--- src/rtl/bist_sig_analyzer.sv ---
// MISR signature compactor with BIST sequencing: reseeds the upstream pattern
// LFSR, compacts a programmed number of products, and compares against golden.
module bist_sig_analyzer #(
   parameter int unsigned N     = 64,
   parameter int unsigned CNT_W = 16
) (
   input  logic             clk,
   input  logic             rst,
   input  logic             start,
   input  logic             abort,
   input  logic [CNT_W-1:0] num_patterns,
   input  logic [N-1:0]     poly,
   input  logic [N-1:0]     golden,
   input  logic [N-1:0]     din,
   input  logic             din_valid,
   output logic             lfsr_rst,
   output logic             busy,
   output logic             done,
   output logic             pass,
   output logic [N-1:0]     signature,
   output logic [CNT_W-1:0] remaining
);

   typedef enum logic [1:0] {
      S_IDLE,
      S_SEED,
      S_RUN,
      S_DONE
   } state_e;

   state_e           state_q;
   logic [N-1:0]     poly_q;
   logic [N-1:0]     golden_q;
   logic [N-1:0]     sig_q;
   logic [N-1:0]     sig_d;
   logic [CNT_W-1:0] rem_q;
   logic             lfsr_rst_q;
   logic             busy_q;
   logic             done_q;
   logic             pass_q;

   always_comb begin
      sig_d = {sig_q[N-2:0], ^(poly_q & sig_q)} ^ din;
   end

   always_ff @(posedge clk) begin
      if (rst) begin
         state_q    <= S_IDLE;
         poly_q     <= '0;
         golden_q   <= '0;
         sig_q      <= '0;
         rem_q      <= '0;
         lfsr_rst_q <= 1'b0;
         busy_q     <= 1'b0;
         done_q     <= 1'b0;
         pass_q     <= 1'b0;
      end else if (abort) begin
         // signature and remaining are deliberately kept for post-abort debug
         state_q    <= S_IDLE;
         lfsr_rst_q <= 1'b0;
         busy_q     <= 1'b0;
         done_q     <= 1'b0;
         pass_q     <= 1'b0;
      end else begin
         unique case (state_q)
            S_IDLE, S_DONE: begin
               if (start) begin
                  state_q    <= S_SEED;
                  poly_q     <= poly;
                  golden_q   <= golden;
                  rem_q      <= num_patterns;
                  sig_q      <= '0;
                  lfsr_rst_q <= 1'b1;
                  busy_q     <= 1'b1;
                  done_q     <= 1'b0;
                  pass_q     <= 1'b0;
               end
            end
            S_SEED: begin
               lfsr_rst_q <= 1'b0;
               if (rem_q == '0) begin
                  state_q <= S_DONE;
                  busy_q  <= 1'b0;
                  done_q  <= 1'b1;
                  pass_q  <= (sig_q == golden_q);
               end else begin
                  state_q <= S_RUN;
               end
            end
            S_RUN: begin
               if (din_valid) begin
                  sig_q <= sig_d;
                  rem_q <= rem_q - CNT_W'(1);
                  // pass uses the post-update signature so it is valid with done
                  if (rem_q == CNT_W'(1)) begin
                     state_q <= S_DONE;
                     busy_q  <= 1'b0;
                     done_q  <= 1'b1;
                     pass_q  <= (sig_d == golden_q);
                  end
               end
            end
            default: begin
               state_q <= S_IDLE;
            end
         endcase
      end
   end

   assign lfsr_rst  = lfsr_rst_q;
   assign busy      = busy_q;
   assign done      = done_q;
   assign pass      = pass_q;
   assign signature = sig_q;
   assign remaining = rem_q;

endmodule

--- config.mk ---
export PLATFORM = sky130hd
export DESIGN_NAME = bist_sig_analyzer
export DESIGN_NICKNAME = d
export VERILOG_FILES = /design/src/rtl/bist_sig_analyzer.sv
export SDC_FILE = /design/constraint.sdc
export NUM_CORES = 1
export LEC_CHECK = 0
export CORE_ASPECT_RATIO = 0.9
export CORE_MARGIN = 2
export CORE_UTILIZATION = 40
export CTS_CLUSTER_DIAMETER = 120
export DETAILED_ROUTE_END_ITERATION = 8
export GPL_ROUTABILITY_DRIVEN = 1
export PLACE_DENSITY = 0.72
export SLEW_MARGIN = 15
export SYNTH_ARGS = -nofsm -noshare
export SYNTH_HDL_FRONTEND = slang
export SYNTH_SLANG_ARGS = --single-unit
--- constraint.sdc ---
create_clock -name clk -period 2.3 [get_ports clk]
set_input_delay 0.23 -clock clk [delete_from_list [all_inputs] [get_ports clk]]
set_output_delay 0.23 -clock clk [all_outputs]
set_load 0.05 [all_outputs]
==> impl_metrics.yaml, run 1 <==
sta:
  finalSetupViolations: 2
  rsz0062_at_grt: "yes"
  setup_slack_ns: -0.277
  post-route-period-util_pct: 112
  slew_viol_final: 0
  worstMarginPinSlew_ns: 1.26
  fin_setup_tns_ns: -0.411
  whs_ns: 0.120
  max_slew_margin_pct: 16.1
  fin_crit_ns: 2.58
  skew_ns: 0.0105
  fmax_mhz: 388
  hold_viol_final: 0
setup_path:
  end_kind: "flop"
  timing.rr.end: "pass"
  critPathKind: "flop to flop"
  crit_fanout: 2
  reg2reg_depth: 10
  startpoint_type: "flop"
  critPathRequiredTime_ns: 2.74
  reg2reg_from: "signature[1]"
  crit_start: "signature[1]"
  arrival_ns: 3.02
  ff2ff_setup_slack_ns: -0.28
synthesis:
  synth_nets: 1619
  synth_cell_types: 43
  async_reset_ff_share_pct: 0
  syn_area_mm2: 0.0107
  syn_avg_cell_area_um2: 7.66
  synthCells: 1402
  synth_edf_count: 0
  seq_area_frac_synth_pct: 39.9
  synthFlopType: "dfxtp_1"
  yosys_warnings: 0
  ys_seq_elements: 214
layout:
  final_common_cell: "nand2_1"
  layoutNonFillerInstCount: 2165
  antenna_cells: 0
  drive_gt1_share_pct: 16.4
  fin_util_pct: 62.2
  n_fill_cell: 2346
  layout_common_cells: "nand2_1, clkdlybuf4s50_1, a21oi_1, dfxtp_1, buf_4"
  area_growth_syn_to_layout_pct: 51.7
  nNetsFinal: 2019
floorplan:
  core_area_mm2: 0.0262
  ios: 297
  initial_core_util_pct: 41.0
  dieArea_mm2: 0.0282
  dieWidth_um: 177
  die_h_um: 159
  rows: 56
pwr:
  power_density_mw_per_mm2: 586
  peakVddDrop_v: 0.000447
  p_leak_nw: 6.19
cts:
  clk_pin_slew_worst_paths_ns: 0.06
  postCtsHoldBufs: 0
  cts_root_buf: "clkbuf_16"
  cts-buffers-inserted: 24
  cts_buffer_depth: 3
  clk-insertion-delay-late_ns: 0.53
  htreeDepth: 1
  cts_tree: "built"
  clock-sinks: 214
grt:
  grt-busiest-layer: "met2"
  met3_usage_pct: 6.61
  grt-ovfl-total: 0
  grt_max_degree: 210
  grt_pass1_vias: 11100
  antenna_found_initial: 0
  use_met1_pct: 41.4
  grt_usage_pct: 30.9
  grt_pass1_wl_um: 65900
  use_met2_pct: 49.6
placement:
  place_ws_ns: -0.346
  io_buffers: 296
  hpwl_um: 34000
  dpl.cell_count: 2116
  gp_congestion: 0.967
min_path:
  hold_class: "input port to flop"
  worstHoldPathCells: 4
  min_from: "rst"
  min_to: "lfsr_rst"
job:
  maxCapViolCount: 0
routing:
  drt-total-wl_um: 45300
  drt-wirelength-per-cell_um: 20.9
  drt_iter0_markers: 1360
  dr.pass1.iters: 6
  vias_per_cell: 5.38
  final_antenna_net_count: 0
  vias: 11600
  drc: 0
outcome:
  status: "complete, but fails checks"
  failed_checks: "negative setup slack"
layer usage:
layer,wire length [um],up-vias
li1,-,5451
met1,18700,5481
met2,20700,617
met3,4330,88
met4,1580,0
met5,0,-
metrics by stage:
step	total power, mW	area, um^2
4_1_cts	9.53	16100
2_1_floorplan	4.82	10900
5_1_grt	9.86	16300
6_report	9.54	16300
3_5_place_dp	5.72	15200
3_3_place_gp	5.71	15200
sequential cells by signal (all words and copies together), names as in the netlist:
name and flops:
golden_q 64, remaining 16, busy 1, done 1
signature 64, poly_q 64, pass 1, lfsr_rst 1
state_q 2
worst max path at each step:
| stage | slack [ns] | end | cells past startpoint |
|---|---|---|---|
| finish | -0.28 | pass | 10 |
| global placement | -0.32 | pass | 10 |
| detailed placement | -0.35 | pass | 10 |
| CTS | -0.23 | pass | 11 |
| floorplan | 0.0006 | pass | 10 |
| global route | -0.34 | pass | 10 |
synth_stat cells, types with 4 or more instances:
library cell	instances	area (um^2)
a211oi_1	12	90.1
clkbuf_1	74	278
ha_1	4	50.1
xnor2_2	4	65.1
buf_1	7	26.3
a21oi_1	211	1060
o21ai_0	11	55.1
nand2_1	404	1520
nand4_1	17	106
xor2_1	121	1060
nor4_1	17	106
dfxtp_1	214	4280
xnor2_1	106	928
nand3_1	74	370
nor2_1	33	124
o22ai_1	11	68.8
inv_1	20	75.1
a22oi_1	4	30.0
mux2i_1	6	60.1
nor3_1	10	50.1
o211ai_1	4	30.0
final cells by class:
class	count	area, um^2	area share (%)
clock buffers	35	746	4.58
clock inverters	6	41.3	0.254
inverters	20	75.1	0.461
multi-input cells	1085	6330	38.9
flip-flops and latches	214	4410	27.1
well taps	348	435	2.67
repair buffers	457	4240	26.1
power by group:
group / total, mW / internal, mW / switching (mW) / leakage [nW]
clock: 3.85 / 2.24 / 1.61 / 0.393
combinational: 1.72 / 0.801 / 0.923 / 4.02
sequential: 3.96 / 3.83 / 0.133 / 1.78
repair_timing:
| item | 4_1_cts | 5_1_grt |
|---|---|---|
| pin swaps | 10 | 13 |
| endpoints found under the setup margin | 2 | 50 |
| resized for setup | 15 | 30 |
| setup buffers | 2 | 6 |
kinds of logic (layout without fill, tap and decap cells):
| group | Yosys count | after routing | share of synthesized area [%] |
|---|---|---|---|
| compound gates | 272 | 272 | 13.9 |
| xor+xnor | 232 | 232 | 19.3 |
| fa+ha+maj | 4 | 4 | 0.466 |
| buf+inv | 103 | 518 | 3.63 |
| flops | 214 | 214 | 39.9 |
| mux | 6 | 6 | 0.560 |
| simple gates | 571 | 571 | 22.2 |
worst max-delay path, cell delays in order (launching register included):
cell	delay [ns]
dfxtp_1	0.39
nand2_1	0.16
xor2_1	0.19
xnor2_1	0.33
xnor2_1	0.19
xnor3_1	0.50
xnor2_1	0.15
buf_4	0.15
mux2i_4	0.15
xnor2_2	0.09
o41ai_2	0.19
(Power assumes the default switching activity.)
==> inputs of run 2 (changes only) <==
- GPL_TIMING_DRIVEN: unset -> 0
- RECOVER_POWER: unset -> 50
==> impl_metrics.yaml, run 2 (synthesis gave the netlist of run 1 again) <==
cts:
  clk-insertion-delay-late_ns: 0.51
  cts_tree: "built"
  cts_buffer_depth: 3
  postCtsHoldBufs: 0
  cts_root_buf: "clkbuf_16"
  clk_pin_slew_worst_paths_ns: 0.07
  cts-buffers-inserted: 23
  clock-sinks: 214
  htreeDepth: 1
setup_path:
  ff2ff_setup_slack_ns: -0.21
  crit_top_cell: "xnor2_1"
  arrival_ns: 2.91
  end_kind: "flop"
  critPathRequiredTime_ns: 2.70
  path_cells: "nand2_2 -> xnor2_2 -> xnor2_1 -> xnor2_1 -> xnor2_1 -> xnor3_1 -> xnor2_2 -> mux2i_1 -> xnor2_1 -> o41ai_2"
  cp_slowest_stage_delay_ns: 0.39
  critPathKind: "flop to flop"
  timing.rr.end: "pass"
  startpoint_type: "flop"
  crit_fanout: 2
  cp_slowest_cell: "dfxtp_4"
  critPathTopFamily: "XOR/XNOR gates"
  critPathBufInv: 0
  reg2reg_from: "signature[16]"
  reg2reg_depth: 10
  crit_start: "signature[16]"
grt:
  grt_usage_pct: 31.3
  grt_pass1_vias: 10900
  grt_pass1_wl_um: 66300
  grt_max_degree: 15
  antenna_found_initial: 1
  grt-ovfl-total: 0
outcome:
  failed_checks: "negative setup slack"
  status: "complete, but fails checks"
placement:
  hpwl_um: 35200
  gp_congestion: 0.958
  io_buffers: 296
  place_ws_ns: -1.13
  post_dp_cell_area_mm2: 0.0143
layout:
  final_common_cell: "nand2_1"
  final_area_mm2: 0.0155
  layout_common_cells: "nand2_1, clkdlybuf4s50_1, a21oi_1, dfxtp_1, xor2_1"
  drive_gt1_share_pct: 10.8
  nNetsFinal: 1954
  area_growth_syn_to_layout_pct: 44.1
  n_fill_cell: 2362
  antenna_cells: 0
pwr:
  p_leak_nw: 5.91
  pwr-share-clk_pct: 40.9
  peakVddDrop_v: 0.000432
  pwr-share-comb_pct: 17.2
  p_int_mw: 6.82
  power.switching_mw: 2.65
  p_seq_share_pct: 41.9
  power_density_mw_per_mm2: 612
  swShare_pct: 28.0
sta:
  slew_viol_final: 0
  post-route-period-util_pct: 109
  rsz0062_at_grt: "yes"
  finalSetupViolations: 10
  skew_ns: 0.0129
  max_slew_margin_pct: 52.9
  setup_slack_ns: -0.215
  fin_crit_ns: 2.51
  worstMarginPinSlew_ns: 0.706
  hold_viol_final: 0
  fmax_mhz: 398
floorplan:
  ios: 297
  rows: 56
  dieArea_mm2: 0.0282
  die_h_um: 159
  core_area_mm2: 0.0262
  initial_core_util_pct: 41.0
  dieWidth_um: 177
min_path:
  min_to: "poly_q[45]"
  min_from: "poly[45]"
  worstHoldPathCells: 3
  hold_class: "input port to flop"
routing:
  vias: 11500
  final_antenna_net_count: 0
  drc: 0
  dr.pass1.iters: 6
  drt-total-wl_um: 45700
  drt-wirelength-per-cell_um: 21.7
  vias_per_cell: 5.49
  drt_iter0_markers: 1406
job:
  maxCapViolCount: 0
==> run 2: changes by cell type in the layout (fill, tap and decap cells not counted), moves of 5 or more <==
cell / change
clkbuf_2: +21
clkdlybuf4s50_1: -82
clkbuf_1: +48
buf_4: -137
dfxtp_4: +11
buf_2: +8
dlygate4sd3_1: +83
buf_12: -5
dfxtp_2: -7
==> run 2: worst max path at each step <==
stage / end / slack, ns / cells past startpoint
floorplan: pass / 0.0006 / 10
global placement: signature[58] / -1.08 / 9
detailed placement: signature[58] / -1.13 / 9
CTS: pass / -0.16 / 10
global route: pass / -0.27 / 10
finish: pass / -0.21 / 10
==> run 2: final cells by class <==
class / instances / area (um^2) / area share [%]
Clock buffer: 34 / 688 / 4.45
Tap cell: 348 / 435 / 2.81
Multi-Input combinational cell: 1085 / 6290 / 40.7
Sequential cell: 214 / 4440 / 28.7
Timing Repair Buffer: 311 / 3080 / 19.9
Inverter: 20 / 75.1 / 0.485
Clock inverter: 7 / 91.3 / 0.590
Buffer: 82 / 370 / 2.39
==> run 2: stage by stage <==
step | cells | utilization, % | power, mW | hold WS [ns] | setup TNS [ns]
global route | 2101 | 59.0 | 9.75 | 0.274 | -2.49
floorplan | 1402 | - | 4.82 | 0.366 | 0
finish | 2101 | 59.0 | 9.47 | 0.266 | -0.331
detailed placement | 2046 | 54.4 | 5.62 | 0.447 | -93.80
CTS | 2102 | 58.8 | 9.43 | 0.258 | -0.164
global placement | 2046 | 54.4 | 5.60 | 0.442 | -87.15
==> run 2: layer usage <==
layer	vias to the layer above	wire [um]	part of all wire, %	GRT usage (%)
li1	5333	-	-	-
met1	5395	18900	41	42.2
met2	705	19900	44	48.6
met3	105	4880	11	7.38
met4	0	1990	4.4	11.5
met5	-	0	0	0
==> run 2: repair_timing <==
item,CTS,global route
gates resized for setup,81,39
cloned,1,0
setup endpoints to repair,180,107
buffers inserted,14,0
pin swaps,26,3
==> run 2: tightest hold or removal path, delay by kind of cell <==
kind                   cells  cell delay (ns)
and+or+nand+nor            1             0.06
buffers and inverters      1             0.40
AOI/OAI and AO/OA          1             0.05
==> run 2: power groups by stage <==
stage          combinational, mW  clock (mW)  sequential, mW
3_5_place_dp                1.56           0            4.06
6_report                    1.63        3.87            3.97
5_1_grt                     1.74        4.03            3.98
2_1_floorplan              0.704           0            4.12
3_3_place_gp                1.55           0            4.05
4_1_cts                     1.60        3.86            3.96
